### src/rtl/w_dispatch.sv
// W-channel dispatcher: steers master write beats to the slave addressed by the
// AW FIFO head, generates the burst's last flag and logs completed bursts for B ordering.
module w_dispatch #(
    parameter int ID_WIDTH   = 4,
    parameter int ADDR_WIDTH = 32,
    parameter int LEN_WIDTH  = 4,
    parameter int DATA_WIDTH = 32,
    parameter int NUM_SLAVES = 4,
    localparam int SEL_W     = $clog2(NUM_SLAVES),
    localparam int STRB_W    = DATA_WIDTH / 8
) (
    input  logic                  ACLK,
    input  logic                  ARESETn,
    input  logic                  aw_empty,
    input  logic [ID_WIDTH-1:0]   aw_front_id,
    input  logic [ADDR_WIDTH-1:0] aw_front_addr,
    input  logic [LEN_WIDTH-1:0]  aw_front_len,
    output logic                  aw_pop,
    input  logic [DATA_WIDTH-1:0] WDATA,
    input  logic [STRB_W-1:0]     WSTRB,
    input  logic                  WLAST,
    input  logic                  WVALID,
    output logic                  WREADY,
    output logic [DATA_WIDTH-1:0] S_WDATA,
    output logic [STRB_W-1:0]     S_WSTRB,
    output logic                  S_WLAST,
    output logic [NUM_SLAVES-1:0] S_WVALID,
    input  logic [NUM_SLAVES-1:0] S_WREADY,
    input  logic                  b_full,
    output logic                  b_push,
    output logic [ID_WIDTH-1:0]   b_id,
    output logic [SEL_W-1:0]      b_sel,
    output logic                  wlast_err
);

    typedef enum logic {
        IDLE,
        DATA
    } state_t;

    state_t                 state_q, state_d;
    logic [SEL_W-1:0]       sel_q;
    logic [ID_WIDTH-1:0]    id_q;
    logic [LEN_WIDTH-1:0]   len_q;
    logic [LEN_WIDTH-1:0]   cnt_q;
    logic                   err_q;
    logic                   last;
    logic                   stall;
    logic                   hs;
    logic                   unused_addr;

    // Only the top address bits select the slave.
    assign unused_addr = ^aw_front_addr[ADDR_WIDTH-SEL_W-1:0];

    assign last  = (cnt_q == len_q);
    // The final beat is held back while its completion record has nowhere to go.
    assign stall = last & b_full;

    assign S_WDATA   = WDATA;
    assign S_WSTRB   = WSTRB;
    assign b_id      = ARESETn ? id_q  : '0;
    assign b_sel     = ARESETn ? sel_q : '0;
    assign wlast_err = err_q;

    always_comb begin
        state_d  = state_q;
        S_WVALID = '0;
        WREADY   = 1'b0;
        S_WLAST  = 1'b0;
        hs       = 1'b0;
        aw_pop   = 1'b0;
        b_push   = 1'b0;
        case (state_q)
            IDLE: begin
                if (!aw_empty) begin
                    state_d = DATA;
                end
            end
            DATA: begin
                S_WVALID[sel_q] = WVALID & ~stall;
                WREADY          = S_WREADY[sel_q] & ~stall;
                S_WLAST         = last;
                hs              = WVALID & WREADY;
                if (hs && last) begin
                    aw_pop  = ~aw_empty;
                    b_push  = 1'b1;
                    state_d = IDLE;
                end
            end
            default: state_d = IDLE;
        endcase
        // Outputs stay quiet for the whole time reset is held, not only after its edge.
        if (!ARESETn) begin
            state_d  = IDLE;
            S_WVALID = '0;
            WREADY   = 1'b0;
            S_WLAST  = 1'b0;
            hs       = 1'b0;
            aw_pop   = 1'b0;
            b_push   = 1'b0;
        end
    end

    always_ff @(posedge ACLK) begin
        if (!ARESETn) begin
            state_q <= IDLE;
            sel_q   <= '0;
            id_q    <= '0;
            len_q   <= '0;
            cnt_q   <= '0;
            err_q   <= 1'b0;
        end else begin
            state_q <= state_d;
            if (state_q == IDLE && !aw_empty) begin
                sel_q <= aw_front_addr[ADDR_WIDTH-1 -: SEL_W];
                id_q  <= aw_front_id;
                len_q <= aw_front_len;
                cnt_q <= '0;
            end
            if (hs) begin
                if (!last) begin
                    cnt_q <= cnt_q + 1'b1;
                end
                if (WLAST != last) begin
                    err_q <= 1'b1;
                end
            end
        end
    end

endmodule

### config.mk
export PLATFORM = sky130hd
export DESIGN_NAME = w_dispatch
export DESIGN_NICKNAME = d
export VERILOG_FILES = /design/src/rtl/w_dispatch.sv
export SDC_FILE = /design/constraint.sdc
export NUM_CORES = 1
export LEC_CHECK = 0
export CORE_ASPECT_RATIO = 1.25
export CORE_MARGIN = 2
export CORE_UTILIZATION = 23
export DETAILED_ROUTE_END_ITERATION = 16
export PLACE_DENSITY = 0.76
export SYNTH_ARGS = -nofsm -noshare
export SYNTH_HDL_FRONTEND = slang
export SYNTH_SLANG_ARGS = --single-unit
### constraint.sdc
create_clock -name ACLK -period 1.5 [get_ports ACLK]
set_input_delay 0.375 -clock ACLK [delete_from_list [all_inputs] [get_ports ACLK]]
set_output_delay 0.375 -clock ACLK [all_outputs]
set_load 0.05 [all_outputs]
# Word-level counts from Yosys, hierarchy flattened
# Cells that the tools add are included.
[classes]
add_sub_neg = 1
mul = 0
div_mod_pow = 0
magnitude_cmp = 2
n_eq_ne = 2
shift = 0
muxes = 26
bitwise_logic = 8
n_reduce_logical = 5
[ops]
columns = ["cell", "count"]
rows = [
  ["$mux W4", 6],
  ["$mux W1", 16],
  ["$add A4 B1 Y4 const B", 1],
  ["$and A1 B1 Y1", 4],
  ["$and A4 B4 Y4", 1],
  ["$eq A4 B4 Y1", 1],
  ["$logic_and A1 B1 Y1", 3],
  ["$lt A2 B3 Y1 const B", 1],
  ["$not A1 Y1", 3],
  ["$bmux W1 S2", 1],
  ["$demux W1 S2", 1],
  ["$ge A2 B1 Y1 const B", 1],
  ["$mux W2", 1],
  ["$pmux W1 S2", 1],
  ["$reduce_and A2 Y1", 1],
  ["$logic_not A1 Y1", 1],
  ["$ne A1 B1 Y1", 1],
]
[word_totals]
regBits = 16
latch_bits = 0
ram_bits = 0
rom_bits = 0
in_bits = 86
output_inout_bits = 51
word_cells = 50
mem_count = 0

# Longest topological paths before layout
[logic_depth]
depth_word = 9
ltp_mapped = 4
ltp_nobuf = 4

# Worst setup path after synthesis
# No wires, ideal clock.
[synth_path]
kind = "register to output"
start = "reg cnt_q[0]"
end = "out S_WVALID[2]"
arrival_ns = 2.589
required_ns = 1.125
setup_slack_ns = -1.464
path_stages_with_launch = 5
n_path_buf = 0
cell_sequence = "dfxtp_1 xor2_1 nor4_4 and2_1 nor4b_1"
[synth_between]
elab_chain_cells = 7
[synth_lines]
columns = ["element", "line_no", "rtl"]
rows = [
  ["start: declaration", "45", "logic [LEN_WIDTH-1:0] cnt_q;"],
  ["start signal: assignment", "122", "cnt_q <= cnt_q + 1'b1;"],
  ["$eq A4 B4 Y1", "55", "assign last = (cnt_q == len_q);"],
  ["$and A1 B1 Y1", "57", "assign stall = last & b_full;"],
  ["$not A1 Y1", "80", "S_WVALID[sel_q] = WVALID & ~stall;"],
  ["$and A1 B1 Y1", "80", ""],
  ["$and A4 B4 Y4 (no source line)", "--", ""],
  ["$mux W4", "73", "case (state_q)"],
  ["$mux W4", "93", "if (!ARESETn) begin"],
  ["end: declaration", "27", "output logic [NUM_SLAVES-1:0] S_WVALID,"],
]
# No other way between the ends.

# Worst setup path in the final report
[layout_path]
start = "reg len_q[1]"
end = "out aw_pop"
[layout_between]
elab_chain_cells = 9
[layout_lines]
columns = ["element", "line_no", "rtl"]
rows = [
  ["start: declaration", "44", "logic [LEN_WIDTH-1:0] len_q;"],
  ["start signal: assignment", "117", "len_q <= aw_front_len;"],
  ["$eq A4 B4 Y1 (*)", "55", ""],
  ["$and A1 B1 Y1", "57", ""],
  ["$not A1 Y1", "81", "WREADY = S_WREADY[sel_q] & ~stall;"],
  ["$and A1 B1 Y1", "81", ""],
  ["$and A1 B1 Y1", "83", "hs = WVALID & WREADY;"],
  ["$logic_and A1 B1 Y1 (*)", "84", "if (hs && last) begin"],
  ["$mux W1 (*)", "84", ""],
  ["$mux W1 (*)", "73", ""],
  ["$mux W1 (*)", "93", ""],
  ["end: declaration", "18", "output logic aw_pop,"],
]
# Every way passes the cells marked *; elsewhere a longest branch is shown, timed or not.

==> summary.md <==
| Metric | Value |
|---|---|
| CTS HTree Levels | 1 |
| CP max FO | 3 |
| Worst EP required | 1120 ps |
| Core Area | approximately 0.0047 mm^2 |
| Post-DP HPWL | 2.13 mm |
| Die width | between 60 and 70 um |
| Actual slew at the worst max-slew pin | 301 ps |
| Initial DRC Count | 8 |
| Crit path capture type | primary output |
| Wire per inst | roughly 13 um |
| FP Rows | 28 |
| Non-filler cells, final | between 200 and 250 |
| Most common flop cell mapped by yosys | dfxtp_1 |
| Crit Path Class | flip-flop to primary output |
| Worst slew margin | 0.798 |
| Final setup viols | 14 |
| Share of layout cells above drive strength 1 | 0.513 |
| Total detailed-routing wirelength | around 2.9 mm |
| Area of the multi-input gates | between 600 and 700 um^2 |
| IO Count | 137 |
| Fill cells | ~460 |
| Storage element area | 332 um^2 |
| Worst path cell trace | xor2_2 -> nor4_4 -> nand2b_1 -> nor3_4 -> buf_12 |
| Min-Delay Path Class | flip-flop to flip-flop |
| CP max-delay cell | nor4_4 |
| Final Hold Fails | 0 |
| CTS root buf | clkbuf_8 |
| Synthesized Nets | around 220 |
| Commonest cells after routing, fill and taps aside | 15 x buf_12, 14 x nor2_1, 14 x buf_4, 13 x nand2_1, 13 x clkdlybuf4s50_1 |
| Netlist cell types | 30 |
| IO buf count | 34 |
| Initial antenna violation count | 0 |
| Hold bufs inserted after CTS | 0 |
| Max Cap Violations | 0 |
| Cell Area, Synth | 0.00110 mm^2 |
| Sequential power share | 0.374 |
| Initial core utilization | 0.236 |
| Sw Share | 0.288 |
| Element type at the critical path start | flip-flop |
| Critical Path AT | about 1700 ps |
| Total CTS buffers | 3 |
| Min Clock Period, post-route | slightly above 2000 ps |
| Part of the cycle the worst path needs | 1.36 |
| Post-synthesis area per instance | 8.04 um^2 |
| Yosys reg bits | 16 |
| Pint | 0.888 mW |
| Wire length on met2 | around 1.5 mm |
| Fin Setup TNS | -4350 ps |
| Final Skew | 3.38 ps |
| DRC viols | 0 |
| Maximum root-to-sink buffer count | 2 |
| Clock Power Share | 0.306 |
| Sw power | about 0.36 mW |
| Worst skew pair latency | ~250 ps |
| CP max stage delay | about 360 ps |
| Number of vias per cell | approximately 4.5 |
| DR pass1 iterations | 4 |
| Fin. max-slew vios | 0 |
| Ys async rst share | 0 |
| Pwr Density | roughly 700 mW/mm^2 |
| Comb pwr share | 0.320 |
| Area growth, synth to finish | 62.4% |
| Ant diodes | 0 |
| Vias in the first global route | 1035 |
| Ys Warns | 0 |
| Post-Synthesis Cells | 137 |
| Post-synth EDFFs | 0 |
| Fmax | between 400 and 500 MHz |
| Status | finished with violations |
| Nets | 244 |
| Failing checks | negative setup slack |
| GRT overflow | 0 |
| Tot GR Track Use | 0.118 |
| Placer congestion estimate | between 0.7 and 0.8 |
| Worst slack, placed | -582 ps |
| Full die area | ~0.0054 mm^2 |
| CTS clk-pin slew, worst paths | 60 ps |
| Largest net degree at the start of global routing | 11 |
| CTS tree | built |
| Worst Slack Setup Final | -543 ps |
| Routed wl met3 | between 150 and 200 um |
| Die H | roughly 81 um |
| Global-route wire length before repair | between 4 and 5 mm |
| Routed Antenna Nets | 0 |
| Pleak | around 0.7 nW |
| Seq/Total Area, Yosys | 0.291 |
| Commonest non-fill, non-tap cell in the layout | buf_12 |
| Vias | between 900 and 1000 |
| RSZ-0062 raised after global routing | true |
| Highest Signal Layer | met4 |
| WL met1 | about 980 um |
| VDD IR max | roughly 0.41 mV |
| CTS sink cnt | 16 |
| Inst Count DP | roughly 210 |
-- flip-flops by register name, summed over array words and instances (netlist names) --
signal / count
cnt_q: 4
len_q: 4
state_q: 1
id_q: 4
sel_q: 2
wlast_err: 1
-- worst max-delay path, delay by kind of cell (launching register included) --
kind	cells	cell delay (ps)
and+or+nand+nor	3	750
DFF	1	330
xor gates and xnor gates	1	180
buffers and inverters	1	160
-- metal layers --
metal,vias up,GRT usage
met2,30,0.194
met4,0,0.125
met1,452,0.119
met5,-,0
li1,460,-
met3,22,0.0222
-- stage by stage --
stage / instance area (um^2) / utilization / total power, mW / hold slack [ps]
after floorplan: 1220 / - / 0.916 / 457
after global placement: 1630 / 0.351 / 0.833 / 468
after detailed placement: 1630 / 0.351 / 0.839 / 476
after CTS: 1750 / 0.376 / 1.25 / 477
after global routing: 1790 / 0.384 / 1.31 / 487
final: 1790 / 0.384 / 1.25 / 476
-- area by class of cell --
type	count	share of cell area
sequential	16	0.185
multi-input combinational	80	0.373
inverter	2	0.00420
tap	60	0.0420
timing repair buffer	54	0.365
clock buffer	4	0.0308
-- power by group through the flow --
stage | Sequential [mW] | Clock, mW | Combinational, mW
after floorplan | 0.483 | 0 | 0.433
after global placement | 0.472 | 0 | 0.360
after detailed placement | 0.474 | 0 | 0.365
after CTS | 0.466 | 0.391 | 0.389
after global routing | 0.468 | 0.411 | 0.429
final | 0.466 | 0.382 | 0.400
-- cells in the mapped netlist, types with 3 or more instances --
| cell type | number | area [um^2] |
|---|---|---|
| a21oi_1 | 5 | 25.0 |
| and2_1 | 7 | 43.8 |
| buf_4 | 36 | 270 |
| clkbuf_1 | 3 | 11.3 |
| dfxtp_1 | 16 | 320 |
| nand2_1 | 13 | 48.8 |
| nand3_1 | 4 | 20.0 |
| nor2_1 | 16 | 60.1 |
| o21ai_0 | 8 | 40.0 |
| xor2_1 | 4 | 35.0 |
-- timing repair --
action	4_1_cts	5_1_grt
endpoints found under the setup margin	20	18
resized for setup	24	10
setup buffers	2	1
pin swaps	10	6
gates cloned	1	0
-- worst paths after layout --
path,startpoint,endpoint,cells after the start,slack (ps)
worst max-delay path,len_q[1],aw_pop,5,-540
worst min-delay path,len_q[3],len_q[3],2,480
worst max register to register,sel_q[0],cnt_q[2],5,-70
worst min register to register,len_q[3],len_q[3],2,480
-- logic make-up (layout without fill, tap and decap cells) --
logic type / after synthesis / count (layout) / share of synthesized area
mux: 2 / 2 / 0.0295
compound gates: 18 / 18 / 0.0977
buf+inv: 41 / 60 / 0.263
xor+xnor: 4 / 4 / 0.0318
fa+ha+maj: 1 / 1 / 0.0114
flops: 16 / 16 / 0.291
simple gates: 55 / 55 / 0.276
Note: power is estimated with default switching activity, not from simulation.
